**config.mk**
```make
export PLATFORM = sky130hd
export DESIGN_NAME = playback_controller
export DESIGN_NICKNAME = d
export VERILOG_FILES = /design/src/rtl/playback_controller.sv
export SDC_FILE = /design/constraint.sdc
export NUM_CORES = 1
export LEC_CHECK = 0
export CAP_MARGIN = 15
export CORE_MARGIN = 4
export CORE_UTILIZATION = 55
export DETAILED_ROUTE_END_ITERATION = 16
export GPL_TIMING_DRIVEN = 0
export HOLD_SLACK_MARGIN = 0.12
export PLACE_DENSITY = 0.9
export SLEW_MARGIN = 20
export SYNTH_ARGS = -nofsm -noshare
export SYNTH_HDL_FRONTEND = slang
export SYNTH_SLANG_ARGS = --single-unit
```
**constraint.sdc**
```tcl
create_clock -name clk -period 3.6 [get_ports clk]
set_input_delay 0.72 -clock clk [delete_from_list [all_inputs] [get_ports clk]]
set_output_delay 0.72 -clock clk [all_outputs]
set_load 0.005 [all_outputs]
```
**src/rtl/playback_controller.sv**
```systemverilog
// Play/pause/restart sequencer for a song timer: counts elapsed hundredths of a second while
// playing, stops at the song length and reports completion. All outputs are registered.
module playback_controller #(
    parameter int unsigned PRESCALE = 500000
) (
    input  logic        clk,
    input  logic        rst,
    input  logic        play_btn,
    input  logic        restart_btn,
    input  logic [13:0] song_len_cs,
    output logic        play,
    output logic        reset_player,
    output logic        song_done,
    output logic        cs_tick,
    output logic [1:0]  state,
    output logic [13:0] elapsed_cs
);

    localparam logic [18:0] PRESC_LAST = 19'(PRESCALE - 1);
    localparam logic [13:0] MAX_CS     = 14'd9999;

    typedef enum logic [1:0] {
        StIdle    = 2'd0,
        StPlaying = 2'd1,
        StPaused  = 2'd2,
        StDone    = 2'd3
    } state_t;

    state_t      state_q, state_d;
    logic [18:0] presc_q, presc_d;
    logic [13:0] elapsed_q, elapsed_d;
    logic        play_q, play_d;
    logic        reset_player_q, reset_player_d;
    logic        song_done_q, song_done_d;
    logic        cs_tick_q, cs_tick_d;
    logic [13:0] len_eff;

    assign len_eff = (song_len_cs > MAX_CS) ? MAX_CS : song_len_cs;

    always_comb begin
        state_d        = state_q;
        presc_d        = presc_q;
        elapsed_d      = elapsed_q;
        reset_player_d = 1'b0;
        song_done_d    = 1'b0;
        cs_tick_d      = 1'b0;

        if (restart_btn) begin
            state_d        = StIdle;
            presc_d        = '0;
            elapsed_d      = '0;
            reset_player_d = 1'b1;
        end else begin
            unique case (state_q)
                StIdle: begin
                    if (play_btn) state_d = StPlaying;
                end
                StPlaying: begin
                    // Completion beats both pause and the tick; the pause edge does not
                    // advance the prescaler so a resume continues exactly mid-tick.
                    if (elapsed_q >= len_eff) begin
                        state_d     = StDone;
                        presc_d     = '0;
                        song_done_d = 1'b1;
                    end else if (play_btn) begin
                        state_d = StPaused;
                    end else if (presc_q == PRESC_LAST) begin
                        presc_d   = '0;
                        elapsed_d = elapsed_q + 14'd1;
                        cs_tick_d = 1'b1;
                    end else begin
                        presc_d = presc_q + 19'd1;
                    end
                end
                StPaused: begin
                    if (play_btn) state_d = StPlaying;
                end
                StDone: begin
                    if (play_btn) begin
                        state_d        = StPlaying;
                        presc_d        = '0;
                        elapsed_d      = '0;
                        reset_player_d = 1'b1;
                    end
                end
                default: state_d = StIdle;
            endcase
        end

        play_d = (state_d == StPlaying);
    end

    always_ff @(posedge clk or negedge rst) begin
        if (!rst) begin
            state_q        <= StIdle;
            presc_q        <= '0;
            elapsed_q      <= '0;
            play_q         <= 1'b0;
            reset_player_q <= 1'b0;
            song_done_q    <= 1'b0;
            cs_tick_q      <= 1'b0;
        end else begin
            state_q        <= state_d;
            presc_q        <= presc_d;
            elapsed_q      <= elapsed_d;
            play_q         <= play_d;
            reset_player_q <= reset_player_d;
            song_done_q    <= song_done_d;
            cs_tick_q      <= cs_tick_d;
        end
    end

    assign state        = state_q;
    assign elapsed_cs   = elapsed_q;
    assign play         = play_q;
    assign reset_player = reset_player_q;
    assign song_done    = song_done_q;
    assign cs_tick      = cs_tick_q;

endmodule

```
; ---- Word-level counts from Yosys, hierarchy flattened
; Index checks and enable logic that the tools add are counted.
; Widths: inputs -> output; s select.
[op_classes]
addsub = 2
magnitude_cmp = 2
eq_ne = 10
n_mux = 29
reduce_logical = 5
[op_table]
columns = cell, n
row1 = $mux 19, 5
row2 = $mux 14, 6
row3 = $pmux 19 s2, 1
row4 = $pmux 14 s2, 1
row5 = $add 19x1->19 const B, 1
row6 = $eq 19x19->1 const B, 1
row7 = $add 14x1->14 const B, 1
row8 = $ge 14x14->1, 1
row9 = $gt 14x14->1 const B, 1
row10 = $ne 3x3->1 const B, 4
row11 = $mux 1, 11
row12 = $mux 2, 4
row13 = $reduce_and 5->1, 1
row14 = $eq 2x1->1 const B, 2
row15 = $eq 2x2->1 const B, 2
row16 = $ne 4x4->1 const B, 1
row17 = $pmux 2 s2, 1
row18 = $reduce_and 3->1, 1
row19 = $reduce_bool 3->1, 1
row20 = $reduce_or 3->1, 1
row21 = $logic_not 2->1, 1
[word_totals]
register_bits = 39
in_bits = 18
out_inout_bits = 20
elab_cells = 55

; ---- Longest topological paths before layout
[depth]
word_depth = 7
ltp_mapped = 13
mapped_depth_nobuf = 12

; ---- Least setup slack after synthesis
; OpenSTA, ideal clock, no wires.
[synth_path]
path_kind = in2reg
from = input port song_len_cs[7]
to = register presc_q[8]
setup_time_ps = 79
arrival_ps = 3379
required_time_ps = 3521
path_slack_ps = 141
path_stages = 12
path_buffers = 0
cell_sequence = nor4_1 nor2_1 nor3_1 nand2b_1 nand2_1 ha_1 nand4_1 o21bai_1 a311oi_1 nor3_1 or4b_2 a21oi_1
[synth_between]
elab_chain_len = 6
elab_cells_between_ends = 8
cone_classes = order compare: 2 / eq/ne: 1 / mux: 4 / reduce/logical: 1
[synth_rtl]
columns = element, line_no
row1 = start: declaration, 10  ; input logic [13:0] song_len_cs,
row2 = $gt 14x14->1, 38  ; assign len_eff = (song_len_cs > MAX_CS) ? MAX_CS : song_len_cs;
row3 = $mux 14 *, 38
row4 = $ge 14x14->1 *, 61  ; if (elapsed_q >= len_eff) begin
row5 = $mux 19, 61
row6 = $pmux 19 s2, 54  ; unique case (state_q)
row7 = $mux 19, 48  ; if (restart_btn) begin
row8 = end signal: assignment, 104  ; presc_q <= presc_d;
row9 = end: declaration, 30  ; logic [18:0] presc_q, presc_d;
; Every way passes the cells marked *; elsewhere a longest branch is shown, timed or not.
; A chain may end at the register's enable or synchronous reset.

; ---- Final worst setup path
[layout_path]
from = input port song_len_cs[4]
to = register presc_q[3]
; The elaborated chain is that of the path after synthesis.

==> out/metrics.yaml <==
final_layout:
  final_nets: 389
  design_area_um2: 3450
  n_antenna_cell: 0
  drive_above_1_share_pct: 18.3
  fillers: 281
  finalNonFillerCells: 408
  area_delta_synth_final_pct: 33.1
floorplan:
  row_count: 24
  dieArea_um2: 5880
  die_w_um: 76.7
  initial_core_util_pct: 58.3
  core_region_area_um2: 4440
  io_pins: 38
  die_y_um: 76.7
place:
  port_buffers: 36
  post-dp-hpwl_um: 4960
  gp_congestion: 0.882
  dpl_worst_slack_ns: -0.811
  dpl_cell_area_um2: 3040
  place_inst: 390
yosys:
  synthFlopType: "dfrtp_1"
  yosysMostFrequentCell: "dfrtp_1"
  synth_area_leaders: "dfrtp_1 38%, ha_1 7.7%, a21oi_1 4.4%"
  synthArstFlopShare_pct: 100
  synth_edf_count: 0
  synth_commonest_cells: "39 x dfrtp_1, 30 x nand2_1, 23 x a21oi_1, 23 x nand3_1, 23 x nor2_1"
  synth.top_cell.area_share_pct: 37.6
  syn-instance-count: 301
  ys_seq_area_share_pct: 37.6
  syn-num-nets: 335
  synth_top_area_cell: "dfrtp_1"
  synth_cell_types: 49
  ys_seq_elements: 39
  ys_warn_count: 0
  netlist_area_um2: 2590
  avgSynthCellArea_um2: 8.61
worst_setup_path:
  start_kind: "input port"
  cp_max_fo: 5
  cp_slowest_cell: "or4_4"
  path_delay_family: "simple AND/OR/NAND/NOR gates"
  crit_buf_inv: 1
  crit_arrival_ns: 3.82
  path_cells: "clkdlybuf4s15_1 -> nor4_2 -> nor2_1 -> nor3_2 -> nand2b_4 -> nand2_2 -> ha_4 -> nand4_1 -> o21bai_4 -> a311o_2 -> a31o_4 -> or4_4 -> nand3_2"
  cp.required_ns: 3.83
  slowest_delay_ns: 0.51
  reg2reg_slack_ns: 0.69
  worstSetupPathType: "input port to flop"
  setup.worst_path.end_class: "flop"
drt:
  topRoutingLayerUsed: "met4"
  drc_errors: 0
  vias: 2729
  post_drt_wl_per_cell_um: 18.9
  routed_wl_um: 7690
  antenna_left: 0
  drtIter0Drc: 314
  wl_met2_um: 4100
  vias_per_cell: 6.69
  wl_met3_um: 356
  drtPass1Iterations: 5
  drt-met1-wl_um: 3010
global_route:
  grt_pass1_wl_um: 11900
  grt_pass1_vias: 2594
  grt_max_degree: 23
  grt-ovfl-total: 0
  antenna_found_initial: 0
  grt_use_total_pct: 24.3
power:
  peakVddDrop_v: 0.000286
  powerDensity_nw_per_um2: 287
  leakage_uw: 0.00144
flow_run:
  maxCapViolCount: 0
sta:
  finalClockSkew_ns: 0.0150
  worst_slew_pin_slew_ns: 0.732
  fin_crit_sh_pct: 99.9
  relSlewSlack_pct: 50.8
  fin_tns_setup_ns: 0
  drv_slew: 0
  hold_violations: 0
  finalWorstSetupSlack_ns: 0.00377
  final.min_clock_period_ns: 3.60
  setup_violations: 0
  hold_slack_ns: 0.367
  fmax_mhz: 278
  rsz0062_at_grt: "yes"
cts:
  cts.sinks: 39
  cts_max_level: 2
  numCtsBuffers: 5
  ctsRootBufferMaster: "clkbuf_8"
  cts_hold_buf: 0
  cts_tree: "yes"
  path_clk_slew_ns: 0.08
  clock_latency_ns: 0.29
  max-clock-path-buffers: 2
status:
  status: "finished clean"
worst_hold_path:
  worstHoldPathType: "input port to asynchronous set/reset pin"
[kinds of logic (layout without fill, tap and decap cells)]
kind of cell	after synthesis	count (layout)	share of synthesized area, %
xor gates and xnor gates	1	1	0.338
buffers and inverters	16	71	2.70
DFF	39	39	37.6
adders and majority gates	16	16	7.72
AOI/OAI and AO/OA	83	83	20.5
and+or+nand+nor	146	146	31.1
[power breakdown]
part	internal, uW	switching (uW)	leakage [uW]
Combinational	65.3	80.9	0.000839
Sequential	448	12.5	0.000539
Clock	224	159	0.0000612
Total	738	252	0.00144
[through the flow]
stage / total power [uW] / util [%]
floorplan: 532 / -
global placement: 581 / 67.9
detailed placement: 589 / 68.4
CTS: 976 / 74.5
global route: 1030 / 77.6
finish: 990 / 77.6
[routing by layer]
layer  GRT usage, %  vias up
met1           29.9     1317
met3           3.40       27
met4           10.5        0
met2           42.4      132
li1               -     1253
met5              0        -
[layout make-up]
cell class	count	area [um^2]	share of cell area, %
Buffer	5	33.8	0.979
Clock buffer	6	82.6	2.39
Clock inverter	2	35.0	1.02
Inverter	10	37.5	1.09
Multi-Input combinational cell	246	1750	50.6
Sequential cell	39	976	28.3
Tap cell	52	65.1	1.89
Timing Repair Buffer	48	473	13.7
[path summary, 6_finish.rpt]
| check | start | end | cells after the start |
|---|---|---|---|
| setup / recovery | song_len_cs[4] | presc_q[3] | 13 |
| hold / removal | rst | song_done | 1 |
| setup reg to reg | presc_q[11] | presc_q[6] | 6 |
| hold reg to reg | presc_q[17] | presc_q[17] | 1 |
| max in group asynchronous | rst | elapsed_cs[8] | 2 |
| min in group clk | presc_q[17] | presc_q[17] | 1 |
[sequential cells by signal, indices dropped and copies added, names as in the netlist]
signal	flops
cs_tick	1
elapsed_cs	14
play	1
presc_q	19
state	2
song_done	1
reset_player	1
[layout by cell type (no fill, tap or decap), drive strengths merged, types with 3 or more instances in the layout]
cell,instances
clkbuf,9
a21oi,23
or3,9
buf,15
a21o,8
nor4,5
or4,12
clkdlybuf4s50,31
o31ai,9
o21ai,20
nand2,30
ha,16
nor3,13
nand2b,6
dfrtp,39
and3,4
nand4,10
inv,9
dlymetal6s2s,3
nor2,23
a22o,5
nand3,23
[timing repair]
action / CTS / global route
buffers inserted: 4 / 7
setup endpoints to repair: 33 / 34
pin swaps: 14 / 11
resized for setup: 28 / 22
cloned: 0 / 0
Power figures use the tool's default switching activity.
